## config.mk

```make
export PLATFORM = sky130hd
export DESIGN_NAME = seg_scanner
export DESIGN_NICKNAME = d
export VERILOG_FILES = /design/src/rtl/seg_scanner.sv
export SDC_FILE = /design/constraint.sdc
export NUM_CORES = 1
export LEC_CHECK = 0
export BUFFER_PORTS_ARGS = -buffer_cell sky130_fd_sc_hd__buf_2
export CORE_ASPECT_RATIO = 1.2
export CORE_UTILIZATION = 45
export CTS_CLUSTER_DIAMETER = 80
export CTS_CLUSTER_SIZE = 16
export DETAILED_ROUTE_END_ITERATION = 8
export PLACE_DENSITY = 0.7
export SLEW_MARGIN = 20
export SYNTH_ARGS = -nofsm -noshare
export SYNTH_HDL_FRONTEND = slang
export SYNTH_SLANG_ARGS = --single-unit
```

## constraint.sdc

```tcl
create_clock -name clk -period 6 [get_ports clk]
set_input_delay 0.3 -clock clk [delete_from_list [all_inputs] [get_ports clk]]
set_output_delay 0.3 -clock clk [all_outputs]
set_load 0.1 [all_outputs]
```

## src/rtl/seg_scanner.sv

```systemverilog
// seg_scanner: time-multiplexed hex driver for a multi-digit 7-segment display
//   clk        in   system clock, rising edge
//   nReset     in   asynchronous active-low reset
//   en         in   1 = scan, 0 = dark with scan counters cleared
//   value      in   hex value, nibble d drives digit d (digit 0 rightmost)
//   dp_mask    in   bit d lights the decimal point of digit d
//   seg        out  segments {g,f,e,d,c,b,a}, active-low, registered
//   dp         out  decimal point, active-low, registered
//   sel        out  one-hot active-low digit selects, registered
//   frame_done out  high on the last cycle of each frame
module seg_scanner #(
    parameter int DIGITS   = 8,
    parameter int SCAN_DIV = 50000,
    parameter int BLANK    = 4,
    parameter int LZ_BLANK = 1
) (
    input  logic                  clk,
    input  logic                  nReset,
    input  logic                  en,
    input  logic [4*DIGITS-1:0]   value,
    input  logic [DIGITS-1:0]     dp_mask,
    output logic [6:0]            seg,
    output logic                  dp,
    output logic [DIGITS-1:0]     sel,
    output logic                  frame_done
);
    localparam int KW = SCAN_DIV > 1 ? $clog2(SCAN_DIV) : 1;
    localparam int DW = DIGITS > 1 ? $clog2(DIGITS) : 1;
    localparam logic [KW-1:0] K_LAST = KW'(SCAN_DIV - 1);
    localparam logic [DW-1:0] D_LAST = DW'(DIGITS - 1);
    logic [KW-1:0]       div_cnt;
    logic [DW-1:0]       digit;
    logic [4*DIGITS-1:0] shadow;
    logic [DIGITS-1:0]   shadow_dp;
    logic                wrap;
    logic                dark;
    logic                lz;
    logic [3:0]          nib;
    logic [6:0]          seg_d;
    logic [DIGITS-1:0]   sel_d;
    logic                dp_d;

    function automatic logic [6:0] hex7(input logic [3:0] n);
        case (n)
            4'h0: hex7 = 7'h3F;
            4'h1: hex7 = 7'h06;
            4'h2: hex7 = 7'h5B;
            4'h3: hex7 = 7'h4F;
            4'h4: hex7 = 7'h66;
            4'h5: hex7 = 7'h6D;
            4'h6: hex7 = 7'h7D;
            4'h7: hex7 = 7'h07;
            4'h8: hex7 = 7'h7F;
            4'h9: hex7 = 7'h6F;
            4'hA: hex7 = 7'h77;
            4'hB: hex7 = 7'h7C;
            4'hC: hex7 = 7'h39;
            4'hD: hex7 = 7'h5E;
            4'hE: hex7 = 7'h79;
            default: hex7 = 7'h71;
        endcase
    endfunction

    // The first BLANK cycles of each slot are dark so the previous digit's
    // pattern never ghosts onto the newly selected digit.
    always_comb begin
        wrap       = div_cnt == K_LAST;
        frame_done = en && wrap && digit == D_LAST;
        dark       = !en || div_cnt < KW'(BLANK);
        nib        = shadow[{digit, 2'b00} +: 4];
        lz         = LZ_BLANK != 0 && digit != '0 && (shadow >> {digit, 2'b00}) == '0;
        sel_d      = dark ? '1 : ~(DIGITS'(1) << digit);
        seg_d      = dark || lz ? 7'h7F : ~hex7(nib);
        dp_d       = dark || !shadow_dp[digit];
    end

    // Snapshot lands in the first cycle of digit 0, which is always a dark
    // cycle, so a frame shows one consistent value.
    always_ff @(posedge clk or negedge nReset) begin
        if (!nReset) begin
            div_cnt   <= '0;
            digit     <= '0;
            shadow    <= '0;
            shadow_dp <= '0;
            seg       <= 7'h7F;
            dp        <= 1'b1;
            sel       <= '1;
        end else begin
            seg <= seg_d;
            dp  <= dp_d;
            sel <= sel_d;
            if (!en) begin
                div_cnt <= '0;
                digit   <= '0;
            end else begin
                div_cnt <= wrap ? '0 : div_cnt + 1'b1;
                if (wrap)
                    digit <= digit == D_LAST ? '0 : digit + 1'b1;
                if (div_cnt == '0 && digit == '0) begin
                    shadow    <= value;
                    shadow_dp <= dp_mask;
                end
            end
        end
    end
endmodule

```

# After elaboration in Yosys (flattened, before gate mapping)
# Memory sizes are Yosys's and may differ from the RTL's.
# Cells that the tools add are included.
[op_classes]
muxes = 9
eq_ne = 3
n_addsub = 2
n_reduce_logical = 14
order_cmp = 2
n_bitwise = 2
shift = 3
[ops]
columns = ["op", "count"]
rows = [
  ["32-bit zero test", 1],
  ["16-bit 2-to-1 mux", 2],
  ["32-bit by 6-bit variable part select with 4-bit output", 1],
  ["32-bit by 5-bit >> shifter with 32-bit output", 1],
  ["16-bit by 1-bit adder with 16-bit output, second input constant", 1],
  ["16-bit equality test, second input constant", 1],
  ["16-bit zero test", 1],
  ["16-bit by 3-bit < comparator with 1-bit output, second input constant", 1],
  ["3-bit 2-to-1 mux", 3],
  ["8-bit 2-to-1 mux", 1],
  ["8-bit inverter", 1],
  ["1-bit by 3-bit left shift with 8-bit output, first input constant", 1],
  ["7-bit 2-to-1 mux", 1],
  ["7-bit inverter", 1],
  ["1-bit logical AND", 4],
  ["3-bit by 4-bit < comparator with 1-bit output, second input constant", 1],
  ["3-bit by 1-bit adder with 3-bit output, second input constant", 1],
  ["1-bit binary-select mux with 3-bit select", 1],
  ["3-bit equality test, second input constant", 1],
  ["3-bit zero test", 1],
  ["1-bit logical OR", 3],
  ["3-bit nonzero test", 1],
  ["1-bit zero test", 2],
  ["2-bit by 1-bit != test with 1-bit output, second input constant", 1],
  ["other kinds (2)", 2],
]
[totals]
memories = 1
input_bits = 43
rom_bits = 112
elab_cells = 43
reg_bits = 75
[memory_table]
columns = ["name", "words", "width", "rd", "rd_clocked_by_memory_dff", "write_ports", "line", "rtl"]
rows = [
  ["(no name shown)", 16, 7, 1, 0, 0, "44", "case (n)"],
]

# Depth between registers and ports, before layout
# Gate-level depths: netlist (run 1).
[depth]
ltp_word = 5
depth_mapped = 13
ltp_nobuf = 10

# Worst setup path before layout (run 1)
# No wires, ideal clock.
[synth_path]
kind = "register -> register"
startpoint = "reg digit[1]"
endpoint = "reg seg[0]"
t_arrival_ps = 2334
t_required_ps = 5914
slack_ps = 3580
stages_incl_launch_ff = 12
synth_period_minus_slack_ps = 2420
path_buffers = 3
setup_time_ps = 86
path_cell_list = "dfrtp_1 > buf_6 > buf_12 > buf_12 > mux2i_1 > mux4_2 > ha_1 > o21ai_0 > a41oi_1 > nand4_1 > a22oi_2 > a2111o_1"
[synth_via]
elab_chain_cells = 5
word_cells_on_any_way = 9
cone_classes = "shift: 2; mux: 1; bitwise: 1; reduce/logical: 4; memory: 1"
[synth_lines]
columns = ["element", "line", "rtl"]
rows = [
  ["from (decl)", "32", "logic [DW-1:0] digit;"],
  ["from (signal assigned)", "98", "digit <= digit == D_LAST ? '0 : digit + 1'b1;"],
  ["parallel branches: the longest is 4 deep, another holds memory read 16 x 7 bit", "--", ""],
  ["7-bit 2-to-1 mux (*)", "73", "seg_d = dark || lz ? 7'h7F : ~hex7(nib);"],
  ["net seg_d[0]", "39", "logic [6:0] seg_d;"],
  ["to (signal assigned)", "89", "seg <= seg_d;"],
  ["to (decl)", "22", "output logic [6:0] seg,"],
]
# Mark *: on every way through the listed nets, which the timed path passes.
# A chain may end at the register's enable or synchronous reset.

# Worst setup path after layout (run 1)
[layout_path]
startpoint = "reg digit[1]"
endpoint = "reg seg[2]"
# The elaborated chain is that of the path after synthesis.

==> flow_summary.ini, run 1 <==
[synth]
netlist_area_um2 = 3980
seq_area_frac_synth = 0.477
yosys.area.top_type = dfrtp_1
yosysWarningCount = 0
synth_fp_nets = 404
synth_edf_count = 0
yosys.area.top_type_share = 0.371
postSynthAreaPerCell_um2 = 11.5
ys.flop_type = dfrtp_1
synthCells = 347
ys_ff_latch = 75
synthTopCellsByArea = dfrtp_1, mux2_2, dfstp_2, mux2i_1, ha_1
async_flop_share = 1.00
synth_cell_type_count = 48

[detailed_routing]
ant_nets = 0
drt_iter0_drc = 110
route.detailed.drc = 0
vias_per_cell = 5.34
routed_wl_um = 8040
vias = 2804
dr.pass1.iters = 4
drt-wirelength-per-cell_um = 15.3

[sta]
worstMarginPinSlew_ns = 1.04
drv_slew = 0
timing.fmax_mhz = 312
hold_viol_final = 0
fin_crit_sh = 0.535
setup_viol = 0
rsz0062_at_grt = false
clock_skew_ns = 0.0141
setup_tns_ns = 0
relSlewSlack = 0.307
min_period_ns = 3.21

[worst_setup_path]
worst_setup_path_end_kind = flip-flop
cp_max_fo = 25
arrival_ns = 3.50
start_kind = flip-flop
path_class = reg2reg
reg2reg_to = seg[2]
setup.worst_path.end = seg[2]
reg2regPathDepth = 10
timing.rr.start = digit[1]
startpoint = digit[1]
rrSetupSlack_ns = 2.79
critPathRequiredTime_ns = 6.29

[clock_tree]
cts_hold_buf = 0
ctsResizeCount = 0
clock_latency_ns = 0.36
htreeDepth = 3
clock_sinks = 75
path_clk_slew_ns = 0.09
cts_buffer_depth = 2
tritoncts = yes
cts-root-buf = clkbuf_8
cts_inserted_buffers = 9
postCtsSetupRepairBufs = 0

[grt]
grt_max_degree = 76
gr-usage-met2 = 0.300
met1_usage = 0.255
grt_pass1_wl_um = 13500
antenna_found_initial = 0
grt_util_met3 = 0.0379
busiest_layer = met2
grt_usage = 0.192
grt-ovfl-total = 0
grt_pass1_vias = 2794

[floorplanning]
ios = 60
core_area_um2 = 8560
die_y_um = 105
rows = 37
start_util = 0.464
die_width_um = 87.8
die-area_um2 = 9220

[power_and_ir_drop]
power_density_nw_per_um2 = 292
power.switching_uw = 414
comb_power_share = 0.215
internal-power_uw = 908
power_uw = 1320
pwr-share-seq = 0.488
power_frac_clock = 0.296
netSwitchingFraction = 0.313
p_leak_uw = 0.00191
ir_drop_uv = 170

[outcome]
status = finished clean

[placement]
io_buffers = 59
hpwlAfterDp_um = 5700
gp_congestion = 0.922

[finish]
final_layout_size_suffix_gt1_frac = 0.360
most-common-layout-cells = dfrtp_1, buf_2, mux2_2, nand2_1, nor2_1
nNetsFinal = 460
antenna_cells = 0
fill_cells = 753
syn_to_final_growth_pct = 14.0

[min_path]
hp-class = in2async

[job]
drv_cap = 0
-- worst min-delay path by stage --
stage	start	endpoint	slack, ns	cells past startpoint
after floorplan	nReset	digit[0]	0.004	0
after global placement	shadow_dp[6]	shadow_dp[6]	0.49	1
after detailed placement	shadow_dp[6]	shadow_dp[6]	0.50	1
after CTS	value[11]	shadow[11]	0.16	2
after global routing	value[11]	shadow[11]	0.15	2
final	nReset	div_cnt[9]	0.16	2
-- worst max-delay path, cell delays in order, from the launching register on --
cell,delay (ns)
dfrtp_1,1.04
mux4_2,0.47
nand2_1,0.10
nand2_1,0.15
inv_1,0.14
ha_1,0.21
o21ai_0,0.11
a41oi_1,0.18
nand4_1,0.15
a22oi_2,0.40
a311o_1,0.20
-- kinds of logic (layout without fill, tap and decap cells) --
group	Yosys count	after routing	share of synthesized area
buf+inv	26	87	0.0425
xor+xnor	14	14	0.0308
mux	65	65	0.195
simple gates	125	125	0.155
flops	75	75	0.477
fa+ha+maj	14	14	0.0441
compound gates	28	28	0.0557
-- area by class of cell --
cell class	count	area, um^2	area share
clock buffer	9	124	0.0273
timing repair buffer	62	338	0.0745
inverter	9	33.8	0.00745
multi-input combinational	246	1920	0.423
clock inverter	7	77.6	0.0171
tap	117	146	0.0323
sequential	75	1900	0.418
-- power by group through the flow --
stage | logic [uW] | registers, uW | clock network, uW
global route | 316 | 656 | 429
finish | 285 | 646 | 392
global placement | 273 | 651 | 0
floorplan | 192 | 662 | 0
detailed placement | 282 | 654 | 0
CTS | 283 | 645 | 403
-- registers in the layout (all words and copies together), names as in the netlist --
signal and count:
digit 3, sel 8, shadow_dp 8, shadow 32, div_cnt 16, seg 7, dp 1
-- metrics by stage --
step / instance area, um^2 / setup slack, ns / utilization / cells / hold slack, ns
after floorplan: 3980 / 3.58 / - / 347 / 0.00441
after global placement: 4310 / 2.92 / 0.503 / 508 / 0.493
after detailed placement: 4310 / 2.88 / 0.503 / 508 / 0.499
after CTS: 4510 / 2.80 / 0.526 / 524 / 0.160
after global routing: 4530 / 2.52 / 0.529 / 525 / 0.149
final: 4530 / 2.79 / 0.529 / 525 / 0.160
-- Yosys cell counts (3+ instances only) --
library cell  number
and2_1             3
and3_1             7
buf_2              9
clkbuf_1           3
dfrtp_1           59
dfstp_2           16
ha_1              14
inv_1              7
mux2_2            40
mux2i_1           19
mux4_2             6
nand2_1           31
nand3_1           14
nand4_1            7
nor2_1            32
nor3_1             8
nor3b_1            3
nor4_1             9
o21ai_0            5
o22ai_1            3
xnor2_1            4
xor2_1            10
-- layer usage --
metal	share of wire	vias up
met1	0.46	1348
met5	0	-
met2	0.48	83
li1	-	1357
met3	0.038	16
met4	0.022	0
Note: power is estimated with default switching activity, not from simulation.
==> run 2, diff against run 1 <==
PLACE_DENSITY = 0.73   (was 0.7)
clock period = 2.7 ns   (was 6 ns; I/O delays follow)
==> run 2 against run 1 <==
- sequential power up 120%
- setup slack worse by 2.6 ns
- clock skew down 0.0018 ns
- power up 120%
- worst hold slack worse by 0.15 ns
- sequential share of layout area down 0.29 points
- critical path depth down 5
==> flow_summary.ini, run 2 (synthesized netlist as in run 1, its figures left out) <==
[outcome]
status = finished clean

[placement]
io_buffers = 59
hpwlAfterDp_um = 5950
placedInstanceArea_um2 = 4390
gp_congestion = 0.885

[power_and_ir_drop]
ir_drop_uv = 360
power_density_nw_per_um2 = 623
p_leak_uw = 0.00192

[worst_setup_path]
arrival_ns = 2.34
rrSetupSlack_ns = 0.23
path_cells = nor4_2 -> nand2_1 -> nor4_1 -> and4_1 -> buf_2
critPathRequiredTime_ns = 2.57
reg2regPathDepth = 10
worst_setup_path_end_kind = output pin
start_kind = flip-flop
path_class = reg2out
cp_max_fo = 5
cp_slowest_stage_delay_ns = 0.45
timing.rr.start = digit[0]
crit_slowest_cell = dfrtp_1
reg2reg_to = seg[2]

[floorplanning]
start_util = 0.464
die_width_um = 87.8
rows = 37
die-area_um2 = 9220
ios = 60
die_y_um = 105
core_area_um2 = 8560

[clock_tree]
path_clk_slew_ns = 0.09
postCtsSetupRepairBufs = 0
cts-root-buf = clkbuf_8
clock_sinks = 75
tritoncts = yes
cts_inserted_buffers = 9
cts_buffer_depth = 2
htreeDepth = 3
clock_latency_ns = 0.35

[sta]
rsz0062_at_grt = false
drv_slew = 0
setup_tns_ns = 0
min_period_ns = 2.48
fin_crit_sh = 0.917
timing.fmax_mhz = 404
setup_viol = 0
relSlewSlack = 0.676
clock_skew_ns = 0.0123
hold_viol_final = 0
worstMarginPinSlew_ns = 0.490

[min_path]
whs_endpoint = shadow[10]
min_path_cells = 2
hp-start = value[10]
hp-class = in2reg

[finish]
largest_reg_flops = 32
largest_register = shadow
final_layout_size_suffix_gt1_frac = 0.374
nNetsFinal = 466
top_regs = shadow: 32 flops, div_cnt: 16 flops
design_area_um2 = 4570
most-common-layout-cells = buf_2, dfrtp_1, mux2_2, nor2_1, nand2_1
antenna_cells = 0
layout_commonest_cell = buf_2
syn_to_final_growth_pct = 15.0

[job]
drv_cap = 0

[detailed_routing]
route.detailed.drc = 0
ant_nets = 0
routed_wl_um = 8110
vias_per_cell = 5.40
dr.pass1.iters = 4
drt_iter0_drc = 142
vias = 2868
drt-wirelength-per-cell_um = 15.3

[grt]
antenna_found_initial = 0
grt_pass1_wl_um = 13600
grt_usage = 0.192
grt_max_degree = 76
grt_pass1_vias = 2862
grt-ovfl-total = 0
run 2: cell types whose count changed in the layout (fill, tap and decap cells not counted), sizes merged:
cell and change:
clkbuf +1, clkinv -2, bufinv -1, dlygate4sd3 +1
buf +5, clkinvlp +2
run 2: report_power, final:
group	internal, uW	switching (uW)
registers	1290	160
logic	304	336
clock network	333	425
total	1930	921
run 2: timing repair:
action                                 CTS  global route
setup endpoints to repair                0             7
endpoints found under the hold margin   59             0
hold buffers                             1             0
gates resized for setup                  0             4
run 2: metrics by stage:
| stage | util | setup WS, ns | hold slack (ns) | power (uW) | cells |
|---|---|---|---|---|---|
| 6_report | 0.534 | 0.224 | 0.0130 | 2850 | 531 |
| 5_1_grt | 0.534 | 0.0128 | 0.000232 | 3000 | 531 |
| 4_1_cts | 0.533 | 0.0701 | 0.00350 | 2860 | 531 |
| 3_5_place_dp | 0.512 | 0.150 | 0.200 | 2100 | 514 |
| 3_3_place_gp | 0.512 | 0.274 | 0.193 | 2080 | 514 |
| 2_1_floorplan | - | 0.280 | -0.161 | 1900 | 347 |
run 2: cell type report:
type	instances	area, um^2
fill	766	3990
inverter	9	33.8
tap	117	146
sequential	75	1900
timing repair buffer	68	403
clock buffer	10	128
clock inverter	6	41.3
multi-input combinational	246	1920
run 2: worst max-delay path, delay by kind of cell, from the launching register on:
kind / cells / cell delay [ns]
AND/OR/NAND/NOR: 4 / 1.10
flip-flops: 1 / 0.45
buffers and inverters: 1 / 0.43
run 2: worst max path at each step:
stage                     startpoint    endpoint  cells after the start
after floorplan             digit[1]      seg[0]                     11
after global placement      digit[0]      seg[3]                     10
after detailed placement    digit[0]      seg[2]                     10
after CTS                   digit[0]      seg[2]                     10
after global routing      div_cnt[4]  frame_done                      5
final                     div_cnt[4]  frame_done                      5
run 2: routing by layer:
layer / wire [um] / track usage / vias to the layer above
li1: - / - / 1372
met1: 3630 / 0.258 / 1382
met2: 3860 / 0.295 / 96
met3: 428 / 0.0434 / 18
met4: 200 / 0.0820 / 0
met5: 0 / 0 / -
